`config.mk`:
```
export PLATFORM = sky130hd
export DESIGN_NAME = mult_div_unit_flat
export DESIGN_NICKNAME = d
export VERILOG_FILES = /design/src/rtl/alu_pkg.sv /design/src/rtl/mult_div_unit_if.sv /design/src/rtl/mult_div_unit_adder.sv /design/src/rtl/mult_div_unit.sv /design/src/flat_wrapper.sv
export SDC_FILE = /design/constraint.sdc
export NUM_CORES = 1
export LEC_CHECK = 0
export CORE_MARGIN = 2
export CORE_UTILIZATION = 48
export CTS_BUF_LIST = sky130_fd_sc_hd__clkbuf_8 sky130_fd_sc_hd__clkbuf_16
export DETAILED_ROUTE_END_ITERATION = 6
export GPL_TIMING_DRIVEN = 0
export PLACE_DENSITY = 0.69
export SYNTH_ARGS = -nofsm -noshare
export SYNTH_HDL_FRONTEND = slang
export SYNTH_SLANG_ARGS = --single-unit
```
`constraint.sdc`:
```
create_clock -name clock -period 9.5 [get_ports clock]
set_input_delay 2.85 -clock clock [delete_from_list [all_inputs] [get_ports clock]]
set_output_delay 2.85 -clock clock [all_outputs]
set_load 0.005 [all_outputs]
```
`src/rtl/alu_pkg.sv`:
```
// alu_pkg: shared definitions for the multiply/divide unit.
// Holds the default operand width, the operation encoding and the
// sequencer state encoding, plus small decode helpers for the op field.
package alu_pkg;

  localparam int unsigned BITS_DEFAULT = 32;

  // Operation encoding as presented on the op input.
  typedef enum logic [1:0] {
    OP_MULTU = 2'b00,
    OP_MULT  = 2'b01,
    OP_DIVU  = 2'b10,
    OP_DIV   = 2'b11
  } op_e;

  // Sequencer states.
  typedef enum logic [1:0] {
    ST_IDLE = 2'b00,
    ST_PREP = 2'b01,
    ST_RUN  = 2'b10,
    ST_FIX  = 2'b11
  } state_e;

  // Divide ops have the upper encoding bit set.
  function automatic logic op_is_div(input op_e op);
    return op[1];
  endfunction

  // Signed ops have the lower encoding bit set.
  function automatic logic op_is_signed(input op_e op);
    return op[0];
  endfunction

endpackage

```
`src/rtl/mult_div_unit_if.sv`:
```
// mult_div_unit_if: request/result bundle of the multiply/divide unit.
//   start, op, a, b     : operation request (sampled in IDLE)
//   mthi, mtlo, wdata   : direct HI/LO writes (honoured in IDLE)
//   busy, done, hi, lo  : status and the architectural HI/LO registers
// master = requester side, slave = the unit.
interface mult_div_unit_if
  import alu_pkg::*;
#(
  parameter int unsigned BITS = BITS_DEFAULT
) ();

  logic            start;
  logic [1:0]      op;
  logic [BITS-1:0] a;
  logic [BITS-1:0] b;
  logic            mthi;
  logic            mtlo;
  logic [BITS-1:0] wdata;
  logic            busy;
  logic            done;
  logic [BITS-1:0] hi;
  logic [BITS-1:0] lo;

  modport master (
    output start, op, a, b, mthi, mtlo, wdata,
    input  busy, done, hi, lo
  );

  modport slave (
    input  start, op, a, b, mthi, mtlo, wdata,
    output busy, done, hi, lo
  );

endinterface

```
`src/rtl/mult_div_unit_adder.sv`:
```
// FullAdder: WIDTH-bit ripple adder with carry in/out.
//   a, b     : addends
//   carryIn  : carry into bit 0
//   sum      : WIDTH-bit sum
//   carryOut : carry out of the top bit
// Subtraction is done by the caller feeding ~b with carryIn = 1, in which
// case carryOut = 1 means a >= b (no borrow).
module FullAdder #(
  parameter int unsigned WIDTH = 33
) (
  input  logic [WIDTH-1:0] a,
  input  logic [WIDTH-1:0] b,
  input  logic             carryIn,
  output logic [WIDTH-1:0] sum,
  output logic             carryOut
);

  localparam int unsigned EW = WIDTH + 1;

  assign {carryOut, sum} = EW'(a) + EW'(b) + EW'(carryIn);

endmodule

```
`src/rtl/mult_div_unit.sv`:
```
// mult_div_unit: iterative HI/LO multiply/divide unit.
//   clock, reset : rising-edge clock, asynchronous active-high reset
//   bus (slave)  : start/op/a/b request, mthi/mtlo/wdata direct writes,
//                  busy/done status, hi/lo result registers
// One operation at a time: IDLE -> PREP (magnitudes and signs) ->
// RUN (BITS shift-add or restoring-divide steps) -> FIX (sign correction,
// HI/LO write on the exit edge) -> IDLE with a one-cycle done pulse.
module mult_div_unit
  import alu_pkg::*;
#(
  parameter int unsigned BITS = BITS_DEFAULT
) (
  input logic             clock,
  input logic             reset,
  mult_div_unit_if.slave  bus
);

  localparam int unsigned CNT_W = $clog2(BITS + 1);
  localparam int unsigned AW    = BITS + 1;
  localparam int unsigned PW    = 2 * BITS;

  state_e          state_q, state_d;
  op_e             op_q, op_d;
  logic [BITS-1:0] a_q, a_d;
  logic [BITS-1:0] b_q, b_d;
  logic [BITS-1:0] mcand_q, mcand_d;   // multiplicand or divisor magnitude
  logic [BITS-1:0] acc_hi_q, acc_hi_d; // partial product high / remainder
  logic [BITS-1:0] acc_lo_q, acc_lo_d; // multiplier-product low / dividend-quotient
  logic [BITS-1:0] hi_q, hi_d;
  logic [BITS-1:0] lo_q, lo_d;
  logic [CNT_W-1:0] cnt_q, cnt_d;
  logic            neg_q, neg_d;       // product / quotient negative
  logic            rem_neg_q, rem_neg_d;
  logic            div0_q, div0_d;
  logic            busy_q, busy_d;
  logic            done_q, done_d;

  logic            is_div;
  logic            a_neg, b_neg;
  logic [BITS-1:0] mag_a, mag_b;
  logic            run_last;
  logic [AW-1:0]   shift_rem;
  logic [AW-1:0]   add_a, add_b, add_sum;
  logic            add_ci, add_co;
  logic [AW-1:0]   mul_step;
  logic [PW-1:0]   prod, prod_fix;
  logic [BITS-1:0] quo_fix, rem_fix;

  // Operand decode used in PREP.
  assign is_div   = op_is_div(op_q);
  assign a_neg    = op_is_signed(op_q) & a_q[BITS-1];
  assign b_neg    = op_is_signed(op_q) & b_q[BITS-1];
  assign mag_a    = a_neg ? (~a_q + BITS'(1)) : a_q;
  assign mag_b    = b_neg ? (~b_q + BITS'(1)) : b_q;
  assign run_last = (cnt_q == CNT_W'(BITS - 1));

  // Shared step adder: add multiplicand, or trial-subtract divisor from the
  // remainder shifted left with the next dividend bit.
  assign shift_rem = {acc_hi_q, acc_lo_q[BITS-1]};
  assign add_a     = is_div ? shift_rem : {1'b0, acc_hi_q};
  assign add_b     = is_div ? ~{1'b0, mcand_q} : {1'b0, mcand_q};
  assign add_ci    = is_div;

  FullAdder #(.WIDTH(AW)) u_step (
    .a        (add_a),
    .b        (add_b),
    .carryIn  (add_ci),
    .sum      (add_sum),
    .carryOut (add_co)
  );

  // Multiply step keeps the sum only when the current multiplier bit is set.
  assign mul_step = acc_lo_q[0] ? add_sum : {1'b0, acc_hi_q};

  // Sign correction of the magnitude results.
  assign prod     = {acc_hi_q, acc_lo_q};
  assign prod_fix = neg_q ? (~prod + PW'(1)) : prod;
  assign quo_fix  = neg_q ? (~acc_lo_q + BITS'(1)) : acc_lo_q;
  assign rem_fix  = rem_neg_q ? (~acc_hi_q + BITS'(1)) : acc_hi_q;

  // State register and registered status outputs.
  always_ff @(posedge clock or posedge reset) begin
    if (reset) begin
      state_q <= ST_IDLE;
      busy_q  <= 1'b0;
      done_q  <= 1'b0;
    end else begin
      state_q <= state_d;
      busy_q  <= busy_d;
      done_q  <= done_d;
    end
  end

  // Next-state logic.
  always_comb begin
    state_d = state_q;
    case (state_q)
      ST_IDLE: if (bus.start) state_d = ST_PREP;
      ST_PREP: state_d = ST_RUN;
      ST_RUN:  if (run_last) state_d = ST_FIX;
      ST_FIX:  state_d = ST_IDLE;
      default: state_d = ST_IDLE;
    endcase
  end

  // Status outputs: busy tracks the upcoming state, done marks the FIX exit.
  always_comb begin
    busy_d = (state_d != ST_IDLE);
    done_d = (state_q == ST_FIX);
  end

  // Datapath next values.
  always_comb begin
    op_d      = op_q;
    a_d       = a_q;
    b_d       = b_q;
    mcand_d   = mcand_q;
    acc_hi_d  = acc_hi_q;
    acc_lo_d  = acc_lo_q;
    hi_d      = hi_q;
    lo_d      = lo_q;
    cnt_d     = cnt_q;
    neg_d     = neg_q;
    rem_neg_d = rem_neg_q;
    div0_d    = div0_q;
    case (state_q)
      ST_IDLE: begin
        if (bus.mthi) hi_d = bus.wdata;
        if (bus.mtlo) lo_d = bus.wdata;
        if (bus.start) begin
          op_d = op_e'(bus.op);
          a_d  = bus.a;
          b_d  = bus.b;
        end
      end
      ST_PREP: begin
        cnt_d    = '0;
        acc_hi_d = '0;
        neg_d    = a_neg ^ b_neg;
        if (is_div) begin
          acc_lo_d  = mag_a;
          mcand_d   = mag_b;
          rem_neg_d = a_neg;
          div0_d    = (b_q == '0);
        end else begin
          acc_lo_d  = mag_b;
          mcand_d   = mag_a;
          rem_neg_d = 1'b0;
          div0_d    = 1'b0;
        end
      end
      ST_RUN: begin
        cnt_d = cnt_q + CNT_W'(1);
        if (is_div) begin
          // Restore (keep the shifted remainder) when the trial borrowed.
          acc_hi_d = add_co ? add_sum[BITS-1:0] : shift_rem[BITS-1:0];
          acc_lo_d = {acc_lo_q[BITS-2:0], add_co};
        end else begin
          acc_hi_d = mul_step[AW-1:1];
          acc_lo_d = {mul_step[0], acc_lo_q[BITS-1:1]};
        end
      end
      ST_FIX: begin
        if (div0_q) begin
          lo_d = '1;
          hi_d = a_q;
        end else if (is_div) begin
          lo_d = quo_fix;
          hi_d = rem_fix;
        end else begin
          {hi_d, lo_d} = prod_fix;
        end
      end
      default: ;
    endcase
  end

  // Datapath registers.
  always_ff @(posedge clock or posedge reset) begin
    if (reset) begin
      op_q      <= OP_MULTU;
      a_q       <= '0;
      b_q       <= '0;
      mcand_q   <= '0;
      acc_hi_q  <= '0;
      acc_lo_q  <= '0;
      hi_q      <= '0;
      lo_q      <= '0;
      cnt_q     <= '0;
      neg_q     <= 1'b0;
      rem_neg_q <= 1'b0;
      div0_q    <= 1'b0;
    end else begin
      op_q      <= op_d;
      a_q       <= a_d;
      b_q       <= b_d;
      mcand_q   <= mcand_d;
      acc_hi_q  <= acc_hi_d;
      acc_lo_q  <= acc_lo_d;
      hi_q      <= hi_d;
      lo_q      <= lo_d;
      cnt_q     <= cnt_d;
      neg_q     <= neg_d;
      rem_neg_q <= rem_neg_d;
      div0_q    <= div0_d;
    end
  end

  assign bus.busy = busy_q;
  assign bus.done = done_q;
  assign bus.hi   = hi_q;
  assign bus.lo   = lo_q;

endmodule

```
`src/flat_wrapper.sv`:
```
// flat-port wrapper written by rule: the top's interface ports become plain ports
module mult_div_unit_flat import alu_pkg::*;
#(
  parameter int unsigned BITS = BITS_DEFAULT
)
  (clock, reset, bus_start, bus_op, bus_a, bus_b, bus_mthi, bus_mtlo, bus_wdata, bus_busy, bus_done, bus_hi, bus_lo);
  mult_div_unit_if #(.BITS(BITS)) bus_i ();
  input logic clock;
  input logic reset;
  input wire logic [$bits(bus_i.start)-1:0] bus_start;
  input wire logic [$bits(bus_i.op)-1:0] bus_op;
  input wire logic [$bits(bus_i.a)-1:0] bus_a;
  input wire logic [$bits(bus_i.b)-1:0] bus_b;
  input wire logic [$bits(bus_i.mthi)-1:0] bus_mthi;
  input wire logic [$bits(bus_i.mtlo)-1:0] bus_mtlo;
  input wire logic [$bits(bus_i.wdata)-1:0] bus_wdata;
  output wire logic [$bits(bus_i.busy)-1:0] bus_busy;
  output wire logic [$bits(bus_i.done)-1:0] bus_done;
  output wire logic [$bits(bus_i.hi)-1:0] bus_hi;
  output wire logic [$bits(bus_i.lo)-1:0] bus_lo;
  assign bus_i.start = bus_start;
  assign bus_i.op = bus_op;
  assign bus_i.a = bus_a;
  assign bus_i.b = bus_b;
  assign bus_i.mthi = bus_mthi;
  assign bus_i.mtlo = bus_mtlo;
  assign bus_i.wdata = bus_wdata;
  assign bus_busy = bus_i.busy;
  assign bus_done = bus_i.done;
  assign bus_hi = bus_i.hi;
  assign bus_lo = bus_i.lo;
  mult_div_unit #(.BITS(BITS)) u_core (.clock(clock), .reset(reset), .bus(bus_i));
endmodule
```
-- Word level (Yosys, flattened, before mapping)
Index checks and enable logic that the tools add are counted.
- add/subtract/negate cells: 8
- equal/unequal tests: 6
- muxes and demuxes: 29
- bitwise logic cells: 9
- reduce and logical (&&, ||, !) cells: 8
- operator list (operator ; number):
    two-way mux 32 bit ; 15
    case mux 32 bit (2 select lines) ; 4
    adder 32 x 1 -> 32 bit, second input constant ; 4
    NOT 32 bit ; 4
    two-way mux 33 bit ; 3
    adder 64 x 1 -> 64 bit, second input constant ; 1
    two-way mux 64 bit ; 1
    NOT 64 bit ; 1
    adder 33 x 33 -> 34 bit ; 1
    adder 34 x 1 -> 34 bit ; 1
    NOT 32 -> 33 bit ; 1
    zero test 32 bit ; 1
    case mux 6 bit (2 select lines) ; 1
    case mux 2 bit (4 select lines) ; 1
    adder 6 x 1 -> 6 bit, second input constant ; 1
    equality test 6 x 5 -> 1 bit, second input constant ; 1
    AND reduction 2 bit ; 3
    nonzero test 2 bit ; 3
    equality test 2 bit, second input constant ; 2
    two-way mux 2 bit ; 2
    inequality test 2 bit, second input constant ; 2
    AND 1 bit ; 2
    equality test 2 x 1 -> 1 bit, second input constant ; 1
    zero test 2 bit ; 1
    2 further kinds ; 3
- register bits: 239
- output and inout port bits: 66

-- Logic depth before layout (Yosys ltp)
- depth after elaboration: 7
- gate-level depth with buffers: 19
- depth with buffers taken out: 12

-- Cells and area by module
A second synthesis with hierarchy kept.
- cell total of the unflattened synthesis: 2058
- area total of the unflattened synthesis: 18112.4 µm²
- modules (own cells, without submodules) (module ; instances ; cells each ; area each (µm²)):
    mult_div_unit ; 1 ; 1772 ; 16126.7
    FullAdder ; 1 ; 286 ; 1985.7

-- Worst setup path after synthesis
No wires, ideal clock.
- kind: flip-flop to flip-flop
- start: register u_core.op_q[1]
- end: register u_core.acc_hi_q[28]
- arrival time: 4.107 ns
- setup slack: 5.272 ns
- cell stages (with the launch flop): 16
- buffers on the path: 4
- period minus slack after synthesis: 4.228 ns
- cells stage by stage: dfrtp_1 -> buf_2 -> clkbuf_1 -> clkbuf_1 -> clkbuf_1 -> xor2_1 -> ha_1 -> a21o_1 -> nor2b_1 -> a2111oi_0 -> o211ai_1 -> a21boi_0 -> o41ai_1 -> xor2_1 -> or3_1 -> a32o_1
- word-level cells in the longest chain between the ends: 6
- RTL lines (item ; RTL line ; text):
    from (decl) ; mult_div_unit.sv:23 ; op_e op_q, op_d;
    from (signal assigned) ; mult_div_unit.sv:194 ; op_q <= op_d;
    two-way mux 33 bit, on equally long branches ; mult_div_unit.sv:60, mult_div_unit.sv:61 ;
    adder 33 x 33 -> 34 bit ; mult_div_unit_adder.sv:20 ; assign {carryOut, sum} = EW'(a) + EW'(b) + EW'(carryIn);
    adder 34 x 1 -> 34 bit ; mult_div_unit_adder.sv:20 ;
    two-way mux 33 bit / two-way mux 32 bit (equally long branches) ; mult_div_unit.sv:73, mult_div_unit.sv:156 ;
    two-way mux 32 bit * ; mult_div_unit.sv:154 ; if (is_div) begin
    case mux 32 bit (2 select lines) * ; mult_div_unit.sv:126 ; case (state_q)
    to (signal assigned) ; mult_div_unit.sv:198 ; acc_hi_q <= acc_hi_d;
    to (decl) ; mult_div_unit.sv:27 ; logic [BITS-1:0] acc_hi_q, acc_hi_d;
Every way passes the cells marked *; elsewhere a longest branch is shown, timed or not.
A chain may end at the register's enable or synchronous reset.

-- Worst setup path after layout
- start: register u_core.op_q[1]
- end: register u_core.acc_hi_q[6]
Same word-level chain as after synthesis.

==> results.md <==
- Outcome: complete, no violations
- Layout fillers: 3174
- Layout cells sized above 1: under 10%
- Adder-Cell Fraction of Synth Area: between 3 and 4%
- Fin util: between 50% and 60%
- M3 GR Usage: approximately 6.4%
- Fin. Hold Viols: 0
- Post-synthesis cell area: approximately 17000 um2
- Drt wl/cell: 26.2 um
- Ys Warns: 0
- Max H-tree Level: 1
- Crit end category: register
- Hold Crit Class: register to register
- Ys flop type: dfrtp_1
- CP arrival: about 6.9 ns
- RD Place Congestion: between 0.9 and 1
- Final Critical Period: 6.48 ns
- Cells after synthesis: a little under 2k
- Antenna diodes: 0
- DP Wirelength: between 50 and 60 mm
- CTS tree: yes
- Synth Register Bits: around 240
- Max Freq: roughly 150 MHz
- Total grt overflow: 0
- Hold-fix buffers at CTS: 0
- Tcrit/Tclk final: approximately two thirds
- Drt drc: 0
- Post-Synth Simple-Gate Area: 15.0%
- Final setup vio count: 0
- Total GRT Usage: a little under two fifths
- Initial antenna violation count: 0
- Crit path required time: ~10 ns
- Synth async-reset ratio: between 90% and 100%
- Pwr dens: 458 nW/um2
- Chip Height: roughly 190 um
- Vias post-DR: around 17k
- P&R area growth vs syn: 19.1%
- Total CTS buffers: 27
- Die area: approximately 37000 um2
- Final clock skew: around 0.019 ns
- Routed wire length: 68.6 mm
- Crit path launch: u_core.op_q[1]
- Pin count of the biggest net entering global routing: ~120
- Initial core utilization: about 49%
- Rows: between 60 and 70
- Pre-antenna DRT Iters: 6
- Reg-to-Reg Start: u_core.op_q[1]
- Mux share of post-synthesis cell area: a little under an eighth
- Post-DRT Antenna Nets: 0
- Clk pin slew, worst setup/hold paths: ~0.06 ns
- Sequential area share after synthesis: between 30% and 40%
- Syn nets: between 2k and 2.5k
- Vias in the first global route: 15.7k
- Slew Limit Fails: 0
- Slew @ Worst Pin: ~1.3 ns
- Register area: roughly 6000 um2
- LEAKAGE: ~0.008 uW
- Dpl cells: between 2k and 3k
- Fin Setup TNS: 0 ns
- Fin area: 20200 um2
- DR vias/cell: roughly 6.4
- CTS Buffer Depth: 3
- Core area: between 30000 and 40000 um2
- Post-CTS setup buffers: 0
- # IOs: around 170
- GR Util met2: 56.0%
- Non-Filler Instances: around 2.6k
- Critical path type: register to register
- IO buf count: 168
- Hold Worst Slack: between 0.4 and 0.5 ns
- Critical-path maximum fanout: 10
- Worst slew margin: under 10%
- CTS Root Buffer Type: clkbuf_16
- DIE WIDTH: roughly 190 um
- Library cells used by synthesis: 81
- Critical path launch point type: register
- Compound-gate portion of the synthesized area: 21.6%
- DR iter-0 viols: between 1.5k and 2k
- Beginning of the worst hold path: u_core.bus.lo[25]
- Sink Count: 239
- Met1 Track Usage GR: between 50 and 60%
- Max cap viols: 0
- Avg Synthesized Cell Area: just under 9 um2
- Placed inst area: about 19000 um2
- First-pass GRT wire length: ~100 mm
- Peak supply drop: roughly 0.21 mV
- XOR/XNOR Fraction of Synth Area: under 10%
- Worst skew pair latency: around 0.56 ns
- EDFF count, synth: 0
- Unrepaired setup endpoints after global routing: false
- Cts repair resizes: 0
- Area of the multi-input gates: ~10000 um2
- GR peak layer: met2
- Largest family of logic cells by synthesized area: compound AO/OA/AOI/OAI gates
- Nets: 2292
==> per-stage QoR <==
| step | setup slack, ns | total power, uW |
|---|---|---|
| 2_1_floorplan | 0.0902 | 5670 |
| 3_3_place_gp | -2.96 | 7840 |
| 3_5_place_dp | 3.16 | 7900 |
| 4_1_cts | 3.12 | 9050 |
| 5_1_grt | 2.84 | 9710 |
| 6_report | 3.02 | 9260 |
==> power by group <==
part	internal [uW]	switching, uW	total (uW)
Combinational	2230	3740	5980
Sequential	1500	648	2150
Clock	687	445	1130
==> cell usage in the layout (no fill, tap or decap), drive strengths merged, types with 13 or more instances in the layout <==
master / n
xor2: 80
ha: 40
o22ai: 42
nand2: 178
o211ai: 19
dfrtp: 239
a211oi: 41
nor2: 182
nor4: 13
o21ai: 176
buf: 21
nand3: 31
clkdlybuf4s50: 168
inv: 50
clkbuf: 162
a21oi: 148
nor3: 41
mux2i: 39
o41ai: 15
or3: 22
a21o: 25
o221ai: 15
mux2: 109
xnor2: 99
o31ai: 21
mux4: 14
or4: 14
a31oi: 27
==> worst max-delay path, cell delays in order (launching register included) <==
cell and delay, ns:
dfrtp_1 0.31, buf_2 0.24, clkbuf_1 0.55, clkbuf_1 0.52, clkbuf_1 0.58, xor2_1 0.29
ha_1 0.47, a21oi_1 0.13, o211ai_1 0.32, a21boi_0 0.25, and2_1 0.20, a2111oi_1 0.79
o21ai_0 0.23, nand2_1 0.21, clkbuf_1 0.51, nor3_1 0.09, o41ai_1 0.60
==> layout make-up <==
type                       instances  share of cell area [%]
inverter                          49                   0.947
clock inverter                    13                   0.841
sequential                       239                    29.6
timing repair buffer             169                    8.45
multi-input combinational       1515                    50.6
clock buffer                      35                    3.89
tap                              455                    2.82
buffer                           147                    2.85
==> state kept, by name (all words and copies together), names as in the netlist <==
signal / cells
u_core.cnt_q: 6
u_core.acc_lo_q: 32
u_core.a_q: 32
u_core.b_q: 32
u_core.div0_q: 1
u_core.bus.lo: 32
u_core.rem_neg_q: 1
u_core.bus.busy: 1
u_core.bus.done: 1
u_core.op_q: 2
u_core.neg_q: 1
u_core.mcand_q: 32
u_core.acc_hi_q: 32
u_core.state_q: 2
u_core.bus.hi: 32
==> path summary, 6_finish.rpt <==
path	end	slack [ns]	cells after the start
hold / removal	u_core.bus.lo[25]	0.48	2
setup reg to reg	u_core.acc_hi_q[6]	3.02	16
min in group asynchronous	u_core.b_q[23]	2.85	2
hold reg to reg	u_core.bus.lo[25]	0.48	2
max in group asynchronous	u_core.acc_hi_q[13]	5.54	3
setup / recovery	u_core.acc_hi_q[6]	3.02	16
==> cells in the mapped netlist, types with 13 or more instances <==
| library cell | instances | area (um2) |
|---|---|---|
| nor2_1 | 182 | 683 |
| a21o_1 | 25 | 188 |
| o22ai_1 | 42 | 263 |
| ha_1 | 40 | 500 |
| o31ai_1 | 21 | 158 |
| inv_1 | 46 | 173 |
| mux4_2 | 14 | 315 |
| o211ai_1 | 19 | 143 |
| a31oi_1 | 27 | 169 |
| nand3_1 | 31 | 155 |
| xor2_1 | 80 | 701 |
| mux2_2 | 109 | 1230 |
| o41ai_1 | 13 | 114 |
| mux2i_1 | 39 | 390 |
| xnor2_1 | 99 | 867 |
| o221ai_1 | 15 | 131 |
| or3_1 | 22 | 138 |
| nand2_1 | 178 | 668 |
| nor3_1 | 38 | 190 |
| clkbuf_1 | 126 | 473 |
| dfrtp_1 | 239 | 5980 |
| a211oi_1 | 41 | 308 |
| a21oi_1 | 147 | 736 |
| o21ai_0 | 172 | 861 |
==> kinds of logic (layout without fill, tap and decap cells) <==
family,count (synthesis),in the layout
flops,239,239
compound gates,590,590
mux,162,162
simple gates,543,543
buf+inv,196,413
fa+ha+maj,41,41
xor+xnor,179,179
==> per-layer routing <==
| layer | vias to the layer above | part of all wire [%] |
|---|---|---|
| li1 | 7464 | - |
| met1 | 8202 | 43 |
| met2 | 1063 | 42 |
| met3 | 127 | 11 |
| met4 | 0 | 4.3 |
| met5 | - | 0 |
(Power assumes the default switching activity.)
